## config.mk

```make
export PLATFORM = sky130hd
export DESIGN_NAME = bb_skid_buf
export DESIGN_NICKNAME = d
export VERILOG_FILES = /design/src/rtl/bb_skid_buf.sv
export SDC_FILE = /design/constraint.sdc
export NUM_CORES = 1
export LEC_CHECK = 0
export ABC_AREA = 1
export CORE_AREA = 2 2 39 41
export DETAILED_ROUTE_END_ITERATION = 10
export DIE_AREA = 0 0 41 43
export GPL_TIMING_DRIVEN = 0
export HOLD_SLACK_MARGIN = 0.1
export PLACE_DENSITY = 0.78
export SKIP_CTS_REPAIR_TIMING = 1
export SYNTH_ARGS = -nofsm -noshare
export SYNTH_HDL_FRONTEND = slang
export SYNTH_SLANG_ARGS = --single-unit
```

## constraint.sdc

```tcl
create_clock -name clk -period 1.16 [get_ports clk]
set_clock_uncertainty 0.05 [all_clocks]
set_input_delay 0.348 -clock clk [delete_from_list [all_inputs] [get_ports clk]]
set_output_delay 0.348 -clock clk [all_outputs]
set_load 0.005 [all_outputs]
```

## src/rtl/bb_skid_buf.sv

```systemverilog
// Two-entry valid/ready skid buffer with fully registered outputs (in_ready, out_valid, out_data).
// Optional stall counter enabled by defining BB_SKID_BUF_STALL_CNT_EN; otherwise stall_cnt is tied to 0.
module bb_skid_buf #(
    parameter int              DW      = 2,
    parameter logic [DW-1:0]   RST_VAL = '0,
    parameter int              STALL_W = 8
) (
    input  logic               clk,
    input  logic               rst,
    input  logic               flush,
    input  logic               in_valid,
    output logic               in_ready,
    input  logic [DW-1:0]      in_data,
    output logic               out_valid,
    input  logic               out_ready,
    output logic [DW-1:0]      out_data,
    output logic [STALL_W-1:0] stall_cnt
);

    // State bits are {out_valid, in_ready}, so both handshake outputs come straight off the state flops.
    typedef enum logic [1:0] {
        S_EMPTY = 2'b01,
        S_BUSY  = 2'b11,
        S_FULL  = 2'b10
    } state_t;

    state_t          r_state;
    state_t          w_state_nxt;
    logic [DW-1:0]   r_main;
    logic [DW-1:0]   r_skid;
    logic [DW-1:0]   w_main_nxt;
    logic [DW-1:0]   w_skid_nxt;
    logic            w_in_fire;
    logic            w_out_fire;

    assign in_ready   = r_state[0];
    assign out_valid  = r_state[1];
    assign out_data   = r_main;
    assign w_in_fire  = in_valid & r_state[0];
    assign w_out_fire = r_state[1] & out_ready;

    always_ff @(posedge clk) begin
        if (rst) begin
            r_state <= S_EMPTY;
            r_main  <= RST_VAL;
            r_skid  <= RST_VAL;
        end else begin
            r_state <= w_state_nxt;
            r_main  <= w_main_nxt;
            r_skid  <= w_skid_nxt;
        end
    end

    always_comb begin
        w_state_nxt = r_state;
        w_main_nxt  = r_main;
        w_skid_nxt  = r_skid;
        if (flush) begin
            // Beats in flight this cycle are deliberately dropped.
            w_state_nxt = S_EMPTY;
            w_main_nxt  = RST_VAL;
            w_skid_nxt  = RST_VAL;
        end else begin
            case (r_state)
                S_EMPTY: begin
                    if (w_in_fire) begin
                        w_main_nxt  = in_data;
                        w_state_nxt = S_BUSY;
                    end
                end
                S_BUSY: begin
                    if (w_in_fire && w_out_fire) begin
                        w_main_nxt = in_data;
                    end else if (w_in_fire) begin
                        w_skid_nxt  = in_data;
                        w_state_nxt = S_FULL;
                    end else if (w_out_fire) begin
                        w_state_nxt = S_EMPTY;
                    end
                end
                S_FULL: begin
                    if (w_out_fire) begin
                        w_main_nxt  = r_skid;
                        w_state_nxt = S_BUSY;
                    end
                end
                default: begin
                    w_state_nxt = S_EMPTY;
                end
            endcase
        end
    end

`ifdef BB_SKID_BUF_STALL_CNT_EN
    logic [STALL_W-1:0] r_stall_cnt;

    always_ff @(posedge clk) begin
        if (rst || flush) begin
            r_stall_cnt <= '0;
        end else if (out_valid && !out_ready && (r_stall_cnt != {STALL_W{1'b1}})) begin
            r_stall_cnt <= r_stall_cnt + {{(STALL_W-1){1'b0}}, 1'b1};
        end
    end

    assign stall_cnt = r_stall_cnt;
`else
    assign stall_cnt = '0;
`endif

endmodule
```

==> results.json, run 1 <==
{
  "run_status": "complete, but fails checks",
  "violations": "negative setup slack",
  "slowest_stage": "dfxtp_4",
  "avgSynthCellArea_um2": 6.34,
  "crit_path_end_kind": "flop",
  "drt-initial-drc-count": 9,
  "worstPathRequired_ps": 1250,
  "syn_area_um2": 463,
  "rsz0062_at_grt": "true",
  "die_x_um": 41,
  "path_depth": 7,
  "portBuffers": 10,
  "final_nets": 109,
  "fin_ws_ps": -171,
  "dp.cells": 106,
  "crit_end": "out_data[0]$_SDFFE_PP0P_",
  "rrSetupSlack_ps": -170,
  "dr.pass1.iters": 4,
  "die_y_um": 43,
  "crit_family": "flip-flops",
  "via_count": 486,
  "ios": 19,
  "routed_wl_mm": 1.04,
  "cts_root_buffer": "clkbuf_4",
  "p_leak_nw": 0.410,
  "die-area_um2": 1760,
  "areaGrowthSynthToFinish_pct": 63.5,
  "ys_seq_area_frac": 0.259,
  "wire_per_inst_um": 9.32,
  "cp_slowest_stage_delay_ps": 360,
  "worstRegToRegCells": 7,
  "overflow": 0,
  "cp-startpoint": "r_state[0]$_SDFFE_PP1P_",
  "htreeDepth": 1,
  "synth_top_area_frac": 0.259,
  "hold_class": "reg -> reg",
  "drt.antenna.violating_nets": 0,
  "cp-start-kind": "flop",
  "avgViaCountPerCell": 4.34,
  "first_global_vias": 387,
  "finalSetupViolations": 6,
  "insertion_delay_ps": 250,
  "synth_area_leader_cell": "dfxtp_1",
  "netlist_top_cells_area": "dfxtp_1 (26%), buf_4 (13%), nand2_1 (13%), ha_1 (11%), nor2_1 (9.7%)",
  "grt_pass1_wl_mm": 1.52,
  "power.total_w": 0.000728,
  "layout_worst_path_cycle_share": 1.15,
  "initial_utilization": 0.335,
  "drc": 0,
  "holdWs_ps": 439,
  "numCtsBuffers": 3,
  "critical_path_class": "reg -> reg",
  "path_cells": "buf_6 > ha_4 > nand3_4 > o21ai_4 > nand3_1 > nand2_1 > nor2_1",
  "cts_tree": "built",
  "powerDensity_nw_per_um2": 962,
  "min_period_ps": 1330,
  "fmax_ghz": 0.751,
  "grt_usage": 0.126,
  "ys_seq_elements": 6,
  "r2r_start": "r_state[0]$_SDFFE_PP1P_",
  "cp_max_fo": 5,
  "max_cap_violations": 0,
  "antenna_found_initial": 0,
  "coreArea_um2": 1380,
  "vdd.ir_drop.worst_uv": 592,
  "drive_above_1_share": 0.354,
  "synth.distinct_cells": 14,
  "place_congestion": 0.759,
  "crit_arrival_ps": 1420,
  "syn_inst": 73,
  "clkSlewWorstSetupHoldPaths_ps": 40,
  "grt.busiest_layer": "met2",
  "clk_path_buf_depth": 2,
  "cts.sinks": 6,
  "cp_num_buf_inv": 1,
  "synth_warnings": 0,
  "hold_violations": 0,
  "rows": 14,
  "pre_cts_slack_ps": -417,
  "hpwl_um": 729,
  "finalNonFillerCells": 112,
  "grt_util_met3": 0.0262,
  "r2r-end": "out_data[0]$_SDFFE_PP0P_",
  "grt_use_met1": 0.155,
  "hp-start": "out_data[0]$_SDFFE_PP0P_",
  "grt_max_degree": 8,
  "antennaDiodeCount": 0,
  "maxSlewViolCount": 0,
  "use_met2": 0.188
}
==> layout by cell type, fill, tap and decap left out, types with 4 or more instances in the layout <==
master	count
nand2_1	14
conb_1	8
clkdlybuf4s50_1	5
buf_4	9
inv_2	4
nand3_1	4
a21oi_1	5
inv_1	5
dlymetal6s2s_1	4
dfxtp_1	4
nor2_1	9
==> area by class of cell <==
| cell class | count | area [um2] |
|---|---|---|
| sequential | 6 | 128 |
| multi-input combinational | 56 | 352 |
| fill | 130 | 627 |
| clock buffer | 3 | 22.5 |
| timing repair buffer | 13 | 135 |
| buffer | 8 | 60.1 |
| inverter | 10 | 40.0 |
| tap | 16 | 20.0 |
==> registers in the layout (all words and copies together) (netlist names) <==
register and cells:
r_skid 2, r_state 2, out_data 2
==> power by group <==
part           total (W)  switching (W)  internal, W  leakage [nW]
clock network   0.000197      0.0000794     0.000117        0.0138
registers       0.000237      0.0000145     0.000222        0.0496
logic           0.000294       0.000151     0.000143         0.347
total           0.000728       0.000245     0.000483         0.410
==> how the worst min path moves through the flow <==
| stage | end | slack (ps) | cells after the start |
|---|---|---|---|
| 2_1_floorplan | out_data[0]$_SDFFE_PP0P_ | 430 | 2 |
| 3_3_place_gp | out_data[1]$_SDFFE_PP0P_ | 430 | 2 |
| 3_5_place_dp | out_data[0]$_SDFFE_PP0P_ | 430 | 2 |
| 4_1_cts | out_data[0]$_SDFFE_PP0P_ | 450 | 2 |
| 5_1_grt | out_data[0]$_SDFFE_PP0P_ | 480 | 2 |
| 6_report | out_data[0]$_SDFFE_PP0P_ | 440 | 2 |
==> layer usage <==
metal  share of wire  up-vias
li1                -      258
met1            0.40      209
met2            0.52       17
met3           0.059        2
met4           0.014        0
met5               0        -
==> worst min-delay path, delay by kind of cell (launching register included) <==
family | cells | cell delay [ps]
DFF | 1 | 320
and+or+nand+nor | 1 | 80
AOI/OAI and AO/OA | 1 | 50
==> stage by stage <==
step / setup TNS [ps] / instance area, um2 / utilization
6_report: -755 / 757 / 0.547
5_1_grt: -1190 / 757 / 0.547
4_1_cts: -2280 / 692 / 0.500
3_5_place_dp: -2700 / 669 / 0.484
3_3_place_gp: -2690 / 669 / 0.484
2_1_floorplan: -3.07 / 549 / -
==> cells in the mapped netlist <==
cell and count:
nand4_1 1, nor2_1 12, conb_1 1, nand2_2 1, a21oi_1 5, dfxtp_1 6, nand3_1 6, nand2_1 16
buf_4 8, inv_2 1, o21ai_2 1, o21ai_0 2, inv_1 9, ha_1 4
==> logic make-up after synthesis <==
logic type / synth area share
AO/OA/AOI/OAI: 0.0946
adder cells (fa/ha/maj): 0.108
buffers and inverters: 0.211
flip-flops: 0.259
other: 0.00810
AND/OR/NAND/NOR: 0.319
Note: power is estimated with default switching activity, not from simulation.
==> inputs of run 2 (changes only) <==
Settings changed: CTS_CLUSTER_DIAMETER set to 40.
==> results of run 2 <==
Final layout, timing and power as in run 1 (identical DEF).
==> inputs of run 3 (changes only) <==
==> constraint.sdc (replaced) <==
create_clock -name clk -period 1.16 [get_ports clk]
set_clock_uncertainty 0.05 [all_clocks]
set_input_delay 0.232 -clock clk [delete_from_list [all_inputs] [get_ports clk]]
set_output_delay 0.232 -clock clk [all_outputs]
set_load 0.005 [all_outputs]
==> run 3 against run 2 <==
The flow still finishes with violations (negative setup slack); worst hold slack got worse by 18 ps; clock power about the same; utilization increased by 1.8 points; die area unchanged; sequential power increased by 2%; critical path depth increased by 1; clock-buffer cell count unchanged; critical path type unchanged; critical endpoint unchanged; largest power group unchanged.
==> results.json, run 3 (same netlist as run 1, synthesis figures left out) <==
{
  "hpwl_um": 729,
  "wire_per_inst_um": 9.90,
  "grt_usage": 0.126,
  "layout_common_cells": "nand2_1 (13), nor2_1 (10), buf_4 (9)",
  "numCtsBuffers": 3,
  "avgViaCountPerCell": 4.39,
  "p_leak_nw": 0.415,
  "final_nets": 108,
  "areaGrowthSynthToFinish_pct": 68.9,
  "insertion_delay_ps": 250,
  "via_count": 487,
  "htreeDepth": 1,
  "fin_util": 0.565,
  "drt.antenna.violating_nets": 0,
  "regArea_um2": 128,
  "clk_path_buf_depth": 2,
  "die_y_um": 43,
  "antenna_found_initial": 0,
  "clkSlewWorstSetupHoldPaths_ps": 40,
  "max_cap_violations": 0,
  "cts_root_buffer": "clkbuf_4",
  "hold_class": "reg -> reg",
  "layout_worst_path_cycle_share": 1.12,
  "rows": 14,
  "violations": "negative setup slack",
  "finalSetupViolations": 7,
  "dr.pass1.iters": 4,
  "initial_utilization": 0.335,
  "maxSlewViolCount": 0,
  "cp_slowest_stage_delay_ps": 380,
  "slowest_stage": "dfxtp_4",
  "holdWs_ps": 422,
  "crit_path_end_kind": "flop",
  "run_status": "complete, but fails checks",
  "cp_num_buf_inv": 2,
  "cp-start-kind": "flop",
  "drt-initial-drc-count": 6,
  "mostFrequentLayoutCell": "nand2_1",
  "first_global_vias": 387,
  "cp_max_fo": 5,
  "fmax_ghz": 0.770,
  "routed_wl_mm": 1.10,
  "pre_cts_slack_ps": -301,
  "drive_above_1_share": 0.389,
  "nFillCells": 129,
  "path_cells": "buf_6 > inv_4 > ha_4 > nand2_4 > o21ai_4 > nand3_2 > nand2_1 > nor2_1",
  "crit_family": "flip-flops",
  "min_period_ps": 1300,
  "worstPathRequired_ps": 1260,
  "die-area_um2": 1760,
  "cts_tree": "built",
  "crit_arrival_ps": 1390,
  "vdd.ir_drop.worst_uv": 628,
  "drc": 0,
  "multi_input_area_um2": 378,
  "overflow": 0,
  "powerDensity_nw_per_um2": 971,
  "hold_violations": 0,
  "critical_path_class": "reg -> reg",
  "portBuffers": 10,
  "ios": 19,
  "grt_max_degree": 8,
  "cts.sinks": 6,
  "place_congestion": 0.759,
  "coreArea_um2": 1380,
  "die_x_um": 41,
  "fin_ws_ps": -138,
  "rsz0062_at_grt": "true",
  "grt_pass1_wl_mm": 1.52,
  "antennaDiodeCount": 0
}
-- run 3: cell types whose count changed in the layout (fill, tap and decap cells not counted), sizes merged --
| cell | change |
|---|---|
| buf | -1 |
| clkbuf | -1 |
| clkdlybuf4s50 | +1 |
-- run 3: per-stage QoR --
| stage | cells | setup TNS, ps | total power (W) | cell area, um2 |
|---|---|---|---|---|
| 2_1_floorplan | 80 | -3.07 | 0.000420 | 549 |
| 3_5_place_dp | 106 | -1680 | 0.000496 | 669 |
| 6_report | 111 | -558 | 0.000759 | 782 |
| 4_1_cts | 109 | -1540 | 0.000698 | 692 |
| 5_1_grt | 111 | -939 | 0.000810 | 782 |
| 3_3_place_gp | 106 | -1650 | 0.000492 | 669 |
-- run 3: area by class of cell --
type / instances / share of cell area
inverters: 10 / 0.0576
clock buffers: 3 / 0.0288
well taps: 16 / 0.0256
repair buffers: 12 / 0.165
flip-flops and latches: 6 / 0.163
multi-input cells: 56 / 0.483
plain buffers: 8 / 0.0768
-- run 3: metal layers --
| layer | part of all wire | track usage |
|---|---|---|
| met4 | 0.020 | 0.0800 |
| met2 | 0.55 | 0.188 |
| met3 | 0.067 | 0.0262 |
| met1 | 0.36 | 0.155 |
| met5 | 0 | 0 |
-- run 3: final timing paths --
path,startpoint,end,slack [ps],cells past startpoint
worst max register to register,r_state[0]$_SDFFE_PP1P_,out_data[0]$_SDFFE_PP0P_,-140,8
worst min-delay path,out_data[0]$_SDFFE_PP0P_,out_data[0]$_SDFFE_PP0P_,420,2
worst max-delay path,r_state[0]$_SDFFE_PP1P_,out_data[0]$_SDFFE_PP0P_,-140,8
worst min register to register,out_data[0]$_SDFFE_PP0P_,out_data[0]$_SDFFE_PP0P_,420,2
-- run 3: power by group --
group          internal (W)  total [W]  leakage [nW]  switching [W]
Sequential         0.000222   0.000242        0.0496      0.0000196
Clock              0.000117   0.000200        0.0138      0.0000827
Combinational      0.000155   0.000317         0.352       0.000162
-- run 3: worst min-delay path, stage by stage (launching register included) --
cell     delay [ps]
dfxtp_1         320
a21oi_1          50
nor2_1           70
